### config.mk
export PLATFORM = sky130hd
export DESIGN_NAME = ao_pmu_seq
export DESIGN_NICKNAME = d
export VERILOG_FILES = /design/src/rtl/ao_pmu_seq.sv
export SDC_FILE = /design/constraint.sdc
export NUM_CORES = 1
export LEC_CHECK = 0
export CORE_MARGIN = 1
export CORE_UTILIZATION = 49
export CTS_CLUSTER_DIAMETER = 50
export DETAILED_ROUTE_END_ITERATION = 6
export PLACE_DENSITY = 0.87
export REMOVE_ABC_BUFFERS = 1
export SYNTH_ARGS = -nofsm -noshare
export SYNTH_HDL_FRONTEND = slang
export SYNTH_SLANG_ARGS = --single-unit
### constraint.sdc
create_clock -name clk -period 3.2 [get_ports clk]
set_input_delay 0.32 -clock clk [delete_from_list [all_inputs] [get_ports clk]]
set_output_delay 0.32 -clock clk [all_outputs]
set_load 0.1 [all_outputs]
### src/rtl/ao_pmu_seq.sv
// ao_pmu_seq: always-on power sequencer for regulator enables, isolation and SoC reset
module ao_pmu_seq #(
    parameter int CW   = 16,
    parameter int SYNC = 2
) (
    input  logic          clk,
    input  logic          reset,
    input  logic          sleep_req,
    input  logic          wkup,
    input  logic          bgrdy,
    input  logic          vr25rdy,
    input  logic          vr85ardy,
    input  logic          vr85drdy,
    input  logic          cfg_keep25,
    input  logic [CW-1:0] cfg_tmo,
    input  logic [CW-1:0] cfg_settle,
    input  logic [CW-1:0] cfg_dndly,
    input  logic          fault_clr,
    output logic          vr25ena,
    output logic          vr85aena,
    output logic          vr85dena,
    output logic          iso_enable,
    output logic          soc_rstn,
    output logic          busy,
    output logic          fault,
    output logic [1:0]    fault_src,
    output logic [3:0]    state
);
    typedef enum logic [3:0] {
        CHK, SETTLE, ON, DN_RST, DN_ISO, DN_85D, DN_85A, DN_25,
        OFF, UP_25, UP_85A, UP_85D, FAULT
    } state_t;

    state_t        cur, nxt;
    logic [3:0]    sync_q [SYNC];
    logic [3:0]    rdy;
    logic [CW-1:0] cnt;
    logic          wake_pend, tmo_hit, dn_hit;
    logic [1:0]    src;

    assign rdy     = sync_q[SYNC-1];
    assign state   = cur;
    assign busy    = !(cur inside {ON, OFF, FAULT});
    assign dn_hit  = cnt == cfg_dndly;
    assign tmo_hit = (cfg_tmo != '0) && (cnt == cfg_tmo) && !fault_clr;

    // ready synchronizer chain, bit order {85D, 85A, 25, BG}
    always_ff @(posedge clk) begin
        if (reset) begin
            for (int i = 0; i < SYNC; i++) sync_q[i] <= '0;
        end else begin
            sync_q[0] <= {vr85drdy, vr85ardy, vr25rdy, bgrdy};
            for (int i = 1; i < SYNC; i++) sync_q[i] <= sync_q[i-1];
        end
    end

    // next-state selection and timeout source capture
    always_comb begin
        nxt = cur;
        src = fault_src;
        case (cur)
            CHK: begin
                src = !rdy[0] ? 2'd0 : !rdy[1] ? 2'd1 : !rdy[2] ? 2'd2 : 2'd3;
                nxt = &rdy ? SETTLE : tmo_hit ? FAULT : CHK;
            end
            SETTLE: nxt = cnt == cfg_settle ? ON : SETTLE;
            ON:     nxt = sleep_req ? DN_RST : ON;
            DN_RST: nxt = dn_hit ? DN_ISO : DN_RST;
            DN_ISO: nxt = dn_hit ? DN_85D : DN_ISO;
            DN_85D: nxt = dn_hit ? DN_85A : DN_85D;
            DN_85A: nxt = dn_hit ? (cfg_keep25 ? OFF : DN_25) : DN_85A;
            DN_25:  nxt = dn_hit ? OFF : DN_25;
            OFF:    nxt = wake_pend ? (vr25ena ? UP_85A : UP_25) : OFF;
            UP_25: begin
                src = 2'd1;
                nxt = rdy[1] ? UP_85A : tmo_hit ? FAULT : UP_25;
            end
            UP_85A: begin
                src = 2'd2;
                nxt = rdy[2] ? UP_85D : tmo_hit ? FAULT : UP_85A;
            end
            UP_85D: begin
                src = 2'd3;
                nxt = rdy[3] ? SETTLE : tmo_hit ? FAULT : UP_85D;
            end
            FAULT:   nxt = fault_clr ? CHK : FAULT;
            default: nxt = CHK;
        endcase
    end

    // state, dwell counter and registered outputs updated on state entry
    always_ff @(posedge clk) begin
        if (reset) begin
            cur        <= CHK;
            cnt        <= '0;
            vr25ena    <= 1'b1;
            vr85aena   <= 1'b1;
            vr85dena   <= 1'b1;
            iso_enable <= 1'b1;
            soc_rstn   <= 1'b0;
            fault      <= 1'b0;
            fault_src  <= 2'd0;
            wake_pend  <= 1'b0;
        end else begin
            cur        <= nxt;
            cnt        <= nxt != cur ? '0 : cnt + 1'b1;
            vr25ena    <= nxt == DN_25 ? 1'b0 : (nxt == UP_25 || nxt == FAULT) ? 1'b1 : vr25ena;
            vr85aena   <= nxt == DN_85A ? 1'b0 : (nxt == UP_85A || nxt == FAULT) ? 1'b1 : vr85aena;
            vr85dena   <= nxt == DN_85D ? 1'b0 : (nxt == UP_85D || nxt == FAULT) ? 1'b1 : vr85dena;
            iso_enable <= nxt == ON ? 1'b0 : (nxt == DN_ISO || nxt == FAULT) ? 1'b1 : iso_enable;
            soc_rstn   <= nxt == ON ? 1'b1 : (nxt == DN_RST || nxt == FAULT) ? 1'b0 : soc_rstn;
            fault      <= fault_clr ? 1'b0 : (nxt == FAULT && cur != FAULT) ? 1'b1 : fault;
            fault_src  <= (nxt == FAULT && cur != FAULT) ? src : fault_src;
            wake_pend  <= (cur == ON && !sleep_req) ? 1'b0 : wkup | (wake_pend && !(cur == OFF && nxt != OFF));
        end
    end
endmodule
==> results of run 1 <==
[cells by family after synthesis]
| logic type | Yosys count |
|---|---|
| compound gates | 43 |
| simple gates | 136 |
| flops | 37 |
| mux | 2 |
| fa+ha+maj | 1 |
| xor+xnor | 63 |
| buf+inv | 34 |
[placed cells by master (no fill, tap or decap), types with 2 or more instances in the layout]
cell type / n
nor3_1: 7
a21oi_1: 8
xor2_1: 33
inv_1: 8
xnor2_1: 30
or3_1: 3
a211o_1: 3
and4_1: 3
buf_4: 7
nand3_1: 19
a311oi_1: 4
and3_1: 5
a31oi_1: 2
nor4_2: 3
nor4_1: 8
o211ai_1: 3
nor2_1: 39
o21ai_0: 6
clkinv_2: 2
nand2_1: 13
o32ai_1: 2
clkdlybuf4s50_1: 65
and2_1: 2
nand4_1: 10
clkbuf_8: 5
nor2b_1: 13
dfxtp_1: 37
a2bb2oi_1: 3
[layout make-up]
cell class | count | area [um^2]
Tap cell | 70 | 87.6
Clock inverter | 3 | 17.5
Clock buffer | 5 | 68.8
Multi-Input combinational cell | 245 | 1670
Inverter | 8 | 30.0
Sequential cell | 37 | 741
Timing Repair Buffer | 72 | 703
Fill cell | 439 | 1790
[registers in the layout, summed over array words and instances (netlist names)]
signal / flops
soc_rstn: 1
state: 4
vr85aena: 1
vr85dena: 1
vr25ena: 1
fault_src: 2
fault: 1
cnt: 16
wake_pend: 1
sync_q: 8
iso_enable: 1
[through the flow]
stage | utilization [%] | hold WS [ns] | cell area [um^2] | power [W] | instances
after floorplan | - | 0.392 | 2440 | 0.000599 | 290
after global placement | 63.2 | 0.418 | 3230 | 0.000706 | 432
after detailed placement | 63.2 | 0.431 | 3230 | 0.000710 | 432
after CTS | 64.9 | 0.449 | 3310 | 0.00103 | 440
after global routing | 64.9 | 0.457 | 3310 | 0.00106 | 440
final | 64.9 | 0.446 | 3310 | 0.00102 | 440
[how the worst max path moves through the flow]
stage	slack, ns	end
floorplan	0.44	vr85dena
global placement	0.49	soc_rstn
detailed placement	0.40	vr85dena
CTS	0.62	vr85dena
global route	0.39	vr85dena
finish	0.57	vr85dena
[where the power goes]
group / internal [W] / switching [W] / leakage, nW
combinational: 0.000109 / 0.0000961 / 0.860
clock: 0.000150 / 0.000171 / 0.0439
sequential: 0.000474 / 0.0000195 / 0.301
total: 0.000734 / 0.000286 / 1.21
[routing by layer]
metal / share of wire, % / GRT usage (%) / routed length [um] / vias to the layer above
met3: 7.3 / 5.62 / 476 / 16
met4: 2.4 / 9.43 / 157 / 0
met5: 0 / 0 / 0 / -
met1: 41 / 28.8 / 2660 / 1155
met2: 49 / 42.6 / 3210 / 120
li1: - / - / - / 1214
==> summary.txt, run 1 <==
Timing
  – Unrepaired setup endpoints after global routing: no
  – Final setup violating endpoints: 0
  – Fin crit share: 82.1%
  – Slew Limit Headroom: 35.5%
  – Fmax: 0.380 GHz
  – Setup ws final: 0.571 ns
  – Setup Skew: 0.00697 ns
  – Min Tclk post-route: 2.63 ns
  – Final hold vios: 0
  – Final TNS setup: 0 ns
  – Max Transition Viols Final: 0
  – Worst-Margin Slew: 0.964 ns

Routing
  – Routed length per instance: 14.8 um
  – DR iter-0 viols: 309
  – Routed vias: 2505
  – Drc violations: 0
  – Final WL: 6500 um
  – DR vias/cell: 5.69
  – Initial DRT Pass Iterations: 4
  – Post-route ant nets: 0

Cells and area
  – Ant diodes: 0
  – Share of post-route cells with drive strength above 1: 7.30%
  – Area Growth Syn to Fin: 28.0%
  – Nets: 428

Floorplanning
  – Core area: 0.00511 mm^2
  – Std cell rows: 26
  – Boundary Pins: 71
  – Die area: 0.00557 mm^2
  – Die Y: 74.7 um
  – Initial Util: 50.7%
  – Die width: 74.7 um

Logic synthesis
  – Number of synthesized flops with an enable pin: 0
  – Yosys top cell area share: 28.6%
  – Synth area leader: dfxtp_1
  – Post-synthesis simple-gate area fraction: 29.2%
  – Ys Warns: 0
  – Mean post-synth cell area: 8.19 um^2
  – Compound-gate portion of the synthesized area: 12.5%
  – Mux cell area share after synthesis: 0.822%
  – Synth Area in Adders: 0.484%
  – Seq/Total Area, Yosys: 28.6%
  – Cell Area, Synth: 0.00259 mm^2
  – Yosys cell types: 55
  – Most frequent cell after synthesis: nor2_1
  – Top_reg_cell synth: dfxtp_1
  – Fraction of registers with async set/reset: 0%
  – XOR/XNOR Fraction of Synth Area: 21.3%
  – Main combinational cell family by area after synthesis: simple AND/OR/NAND/NOR gates
  – #FFs+latches synth: 37
  – Top post-synthesis cells by area: dfxtp_1 (29%), xor2_1 (11%), xnor2_1 (10%), nor2_1 (5.7%), nand3_1 (3.7%)
  – Post-synth top cells: nor2_1 (39), dfxtp_1 (37), xor2_1 (33)
  – Syn Inst Count: 316

Placed design
  – HPWL after detailed placement: 5160 um
  – Final Wtd Congestion: 0.944
  – PortBufs: 70
  – Pre-CTS setup slack: 0.398 ns

Pwr
  – Lkg Pwr: 1.21 nW
  – PwrDens: 308 mW/mm^2
  – Worst vdd ir: 0.204 mV

Clock tree
  – Number of hold buffers added after CTS: 0
  – H-tree depth: 2
  – Setup bufs post-CTS: 0
  – Sink Count: 37
  – TritonCTS clock tree: built
  – Post-CTS sizing: 0
  – CTS Buf Count: 5
  – Root Driver: clkbuf_8
  – Clock tree buffer depth: 2
  – Clock-pin transition on the worst setup and hold timing paths: 0.08 ns
  – Clk_lat worst skew: 0.29 ns

Setup path
  – R2r setup slk: 0.57 ns
  – Setup crit end kind: register
  – R2R Path Start: cnt[11]
  – CP bufs+invs: 0
  – Delay-heaviest family, CP: simple AND/OR/NAND/NOR gates
  – Worst R2R Path Depth: 7
  – Worst-path fanout max: 9
  – WS Path Type: reg -> reg
  – Crit-path cells: xor2_1 > nor4_2 > nand4_2 > mux2i_1 > and3_1 > o21ai_0 > a221o_1
  – Crit path from: cnt[11]
  – CP startpoint kind: register
  – Required @ worst endpoint: 3.38 ns
  – Stages on worst setup path: 7
  – Worst Path Arrival: 2.80 ns
  – Slowest CP cell: dfxtp_1
  – CP peak stage delay: 0.56 ns
  – RR Endpoint: vr85dena

Global routing
  – Total Routing Usage GR: 24.3%
  – GRT overflow: 0
  – Largest net degree at the start of global routing: 23
  – First-pass GRT wire length: 10300 um
  – Vias in the first global route: 2245
  – Antenna violations before repair: 0

Status
  – Status: complete, no violations

Worst hold path
  – Hold Path Depth: 1
  – Tightest Hold Check Type: reg -> reg
  – WHS Endpoint: sync_q[0][7]
  – Hold path start: sync_q[0][3]

Flow run
  – Max Cap Violations: 0
Note: power is estimated with default switching activity, not from simulation.
==> run 2: changes to the inputs <==
CORE_UTILIZATION = 44   (was 49)
PLACE_DENSITY = 0.83   (was 0.87)
clock period = 2.4 ns   (was 3.2 ns; I/O delays follow)
==> run 2 against run 1 <==
Effect of this change:
- first-iteration DRC count decreased by 47%
- cell area increased by 13%
- sequential share of layout area down 2.2 points
- final cell count is 7.3% higher
- power rose by 38%
- wire length rose by 18%
- die area up 11%
- largest power group unchanged
- highest routed layer unchanged
==> summary.txt, run 2 (synthesized netlist as in run 1, its figures left out) <==
Cells and area
  – Multi-input gate area: 0.00184 mm^2
  – # fillers: 461
  – Share of post-route cells with drive strength above 1: 23.3%
  – Ant diodes: 0
  – Commonest non-fill, non-tap cell in the layout: clkdlybuf4s50_1
  – Area Growth Syn to Fin: 45.0%
  – Max FFs per register: 16
  – Most frequent cells in the layout: clkdlybuf4s50_1 (56), buf_4 (43), nor2_1 (37), xor2_1 (33), xnor2_1 (28)
  – Fin area: 0.00375 mm^2
  – Util after Layout: 67.3%
  – Nets: 459
  – Largest register by flop count: cnt
  – Register area: 756 um^2

Floorplanning
  – Initial Util: 46.4%
  – Boundary Pins: 71
  – Core area: 0.00557 mm^2
  – Die width: 78.7 um
  – Std cell rows: 27
  – Die Y: 78.7 um
  – Die area: 0.00619 mm^2

Setup path
  – Worst-path fanout max: 8
  – R2R Path Start: cnt[13]
  – Setup crit end kind: register
  – CP startpoint kind: register
  – WS Path Type: reg -> reg
  – Required @ worst endpoint: 2.58 ns
  – Worst Path Arrival: 2.54 ns
  – Crit path from: cnt[13]
  – R2r setup slk: 0.04 ns

Routing
  – DR top layer: met4
  – WL met3: 504 um
  – Final WL: 7660 um
  – DR vias/cell: 5.70
  – Wl on met1: 2960 um
  – Routed vias: 2692
  – Post-route ant nets: 0
  – Routed length per instance: 16.2 um
  – Drc violations: 0
  – Metal2 WL: 4010 um
  – DR iter-0 viols: 163
  – Initial DRT Pass Iterations: 4

Timing
  – Setup ws final: 0.0372 ns
  – Unrepaired setup endpoints after global routing: yes
  – Fin crit share: 98.5%
  – Final setup violating endpoints: 0
  – Max Transition Viols Final: 0
  – Min Tclk post-route: 2.36 ns
  – Setup Skew: 0.00638 ns
  – Worst hold slack: 0.438 ns
  – Slew Limit Headroom: 71.3%
  – Final hold vios: 0
  – Worst-Margin Slew: 0.430 ns
  – Final TNS setup: 0 ns
  – Fmax: 0.423 GHz

Clock tree
  – Root Driver: clkbuf_8
  – TritonCTS clock tree: built
  – Clk_lat worst skew: 0.29 ns
  – Clock tree buffer depth: 2
  – H-tree depth: 2
  – Number of hold buffers added after CTS: 0
  – Sink Count: 37
  – Clock-pin transition on the worst setup and hold timing paths: 0.07 ns
  – CTS Buf Count: 5

Placed design
  – PortBufs: 70
  – Final Wtd Congestion: 0.915
  – Pre-CTS setup slack: -0.235 ns
  – HPWL after detailed placement: 5700 um
  – Placed Instance Area: 0.00342 mm^2

Global routing
  – First-pass GRT wire length: 11600 um
  – Vias in the first global route: 2639
  – Antenna violations before repair: 0
  – Total Routing Usage GR: 24.2%
  – Largest net degree at the start of global routing: 18
  – GRT overflow: 0

Worst hold path
  – Hold path start: sync_q[0][0]
  – Tightest Hold Check Type: reg -> reg

Pwr
  – Lkg Pwr: 1.45 nW
  – PwrDens: 376 mW/mm^2
  – Worst vdd ir: 0.219 mV

Status
  – Status: complete, no violations

Flow run
  – Max Cap Violations: 0
-- run 2: critical path, cell delays in order (launching register included) --
cell       delay [ns]
dfxtp_2          0.33
buf_4            0.13
xor2_1           0.16
nor4_2           0.21
buf_4            0.17
nand4_4          0.16
mux2_4           0.39
and4_4           0.20
o221ai_4         0.24
clkbuf_16        0.21
nor2_1           0.05
-- run 2: worst paths after layout --
| check | endpoint | cells after the start |
|---|---|---|
| setup / recovery | cnt[2] | 10 |
| hold / removal | sync_q[0][4] | 1 |
| setup reg to reg | cnt[2] | 10 |
| hold reg to reg | sync_q[0][4] | 1 |
-- run 2: stage by stage --
step                      total power [W]  std cells
after floorplan                  0.000798        290
after global placement           0.000954        461
after detailed placement         0.000963        461
after CTS                         0.00140        468
after global routing              0.00147        472
final                             0.00141        472
-- run 2: metal layers --
layer,global-route usage [%],vias to the layer above
li1,-,1264
met1,27.8,1282
met2,43.8,129
met3,3.60,17
met4,10.9,0
met5,0,-
-- run 2: layout make-up --
type	instances	share of cell area, %
Sequential cell	37	20.1
Multi-Input combinational cell	245	49.0
Tap cell	72	2.40
Clock buffer	7	2.30
Inverter	8	0.800
Timing Repair Buffer	103	25.4
-- run 2: timing repair --
item                       CTS  global route
buffers inserted             0             3
gates resized for setup      2            39
gates cloned                 0             1
setup endpoints to repair    1            21
pin swaps                    0             8
-- run 2: power breakdown --
group / switching, W / internal, W / total [W]
Clock: 0.000216 / 0.000228 / 0.000444
Combinational: 0.000155 / 0.000163 / 0.000318
Sequential: 0.0000191 / 0.000632 / 0.000651
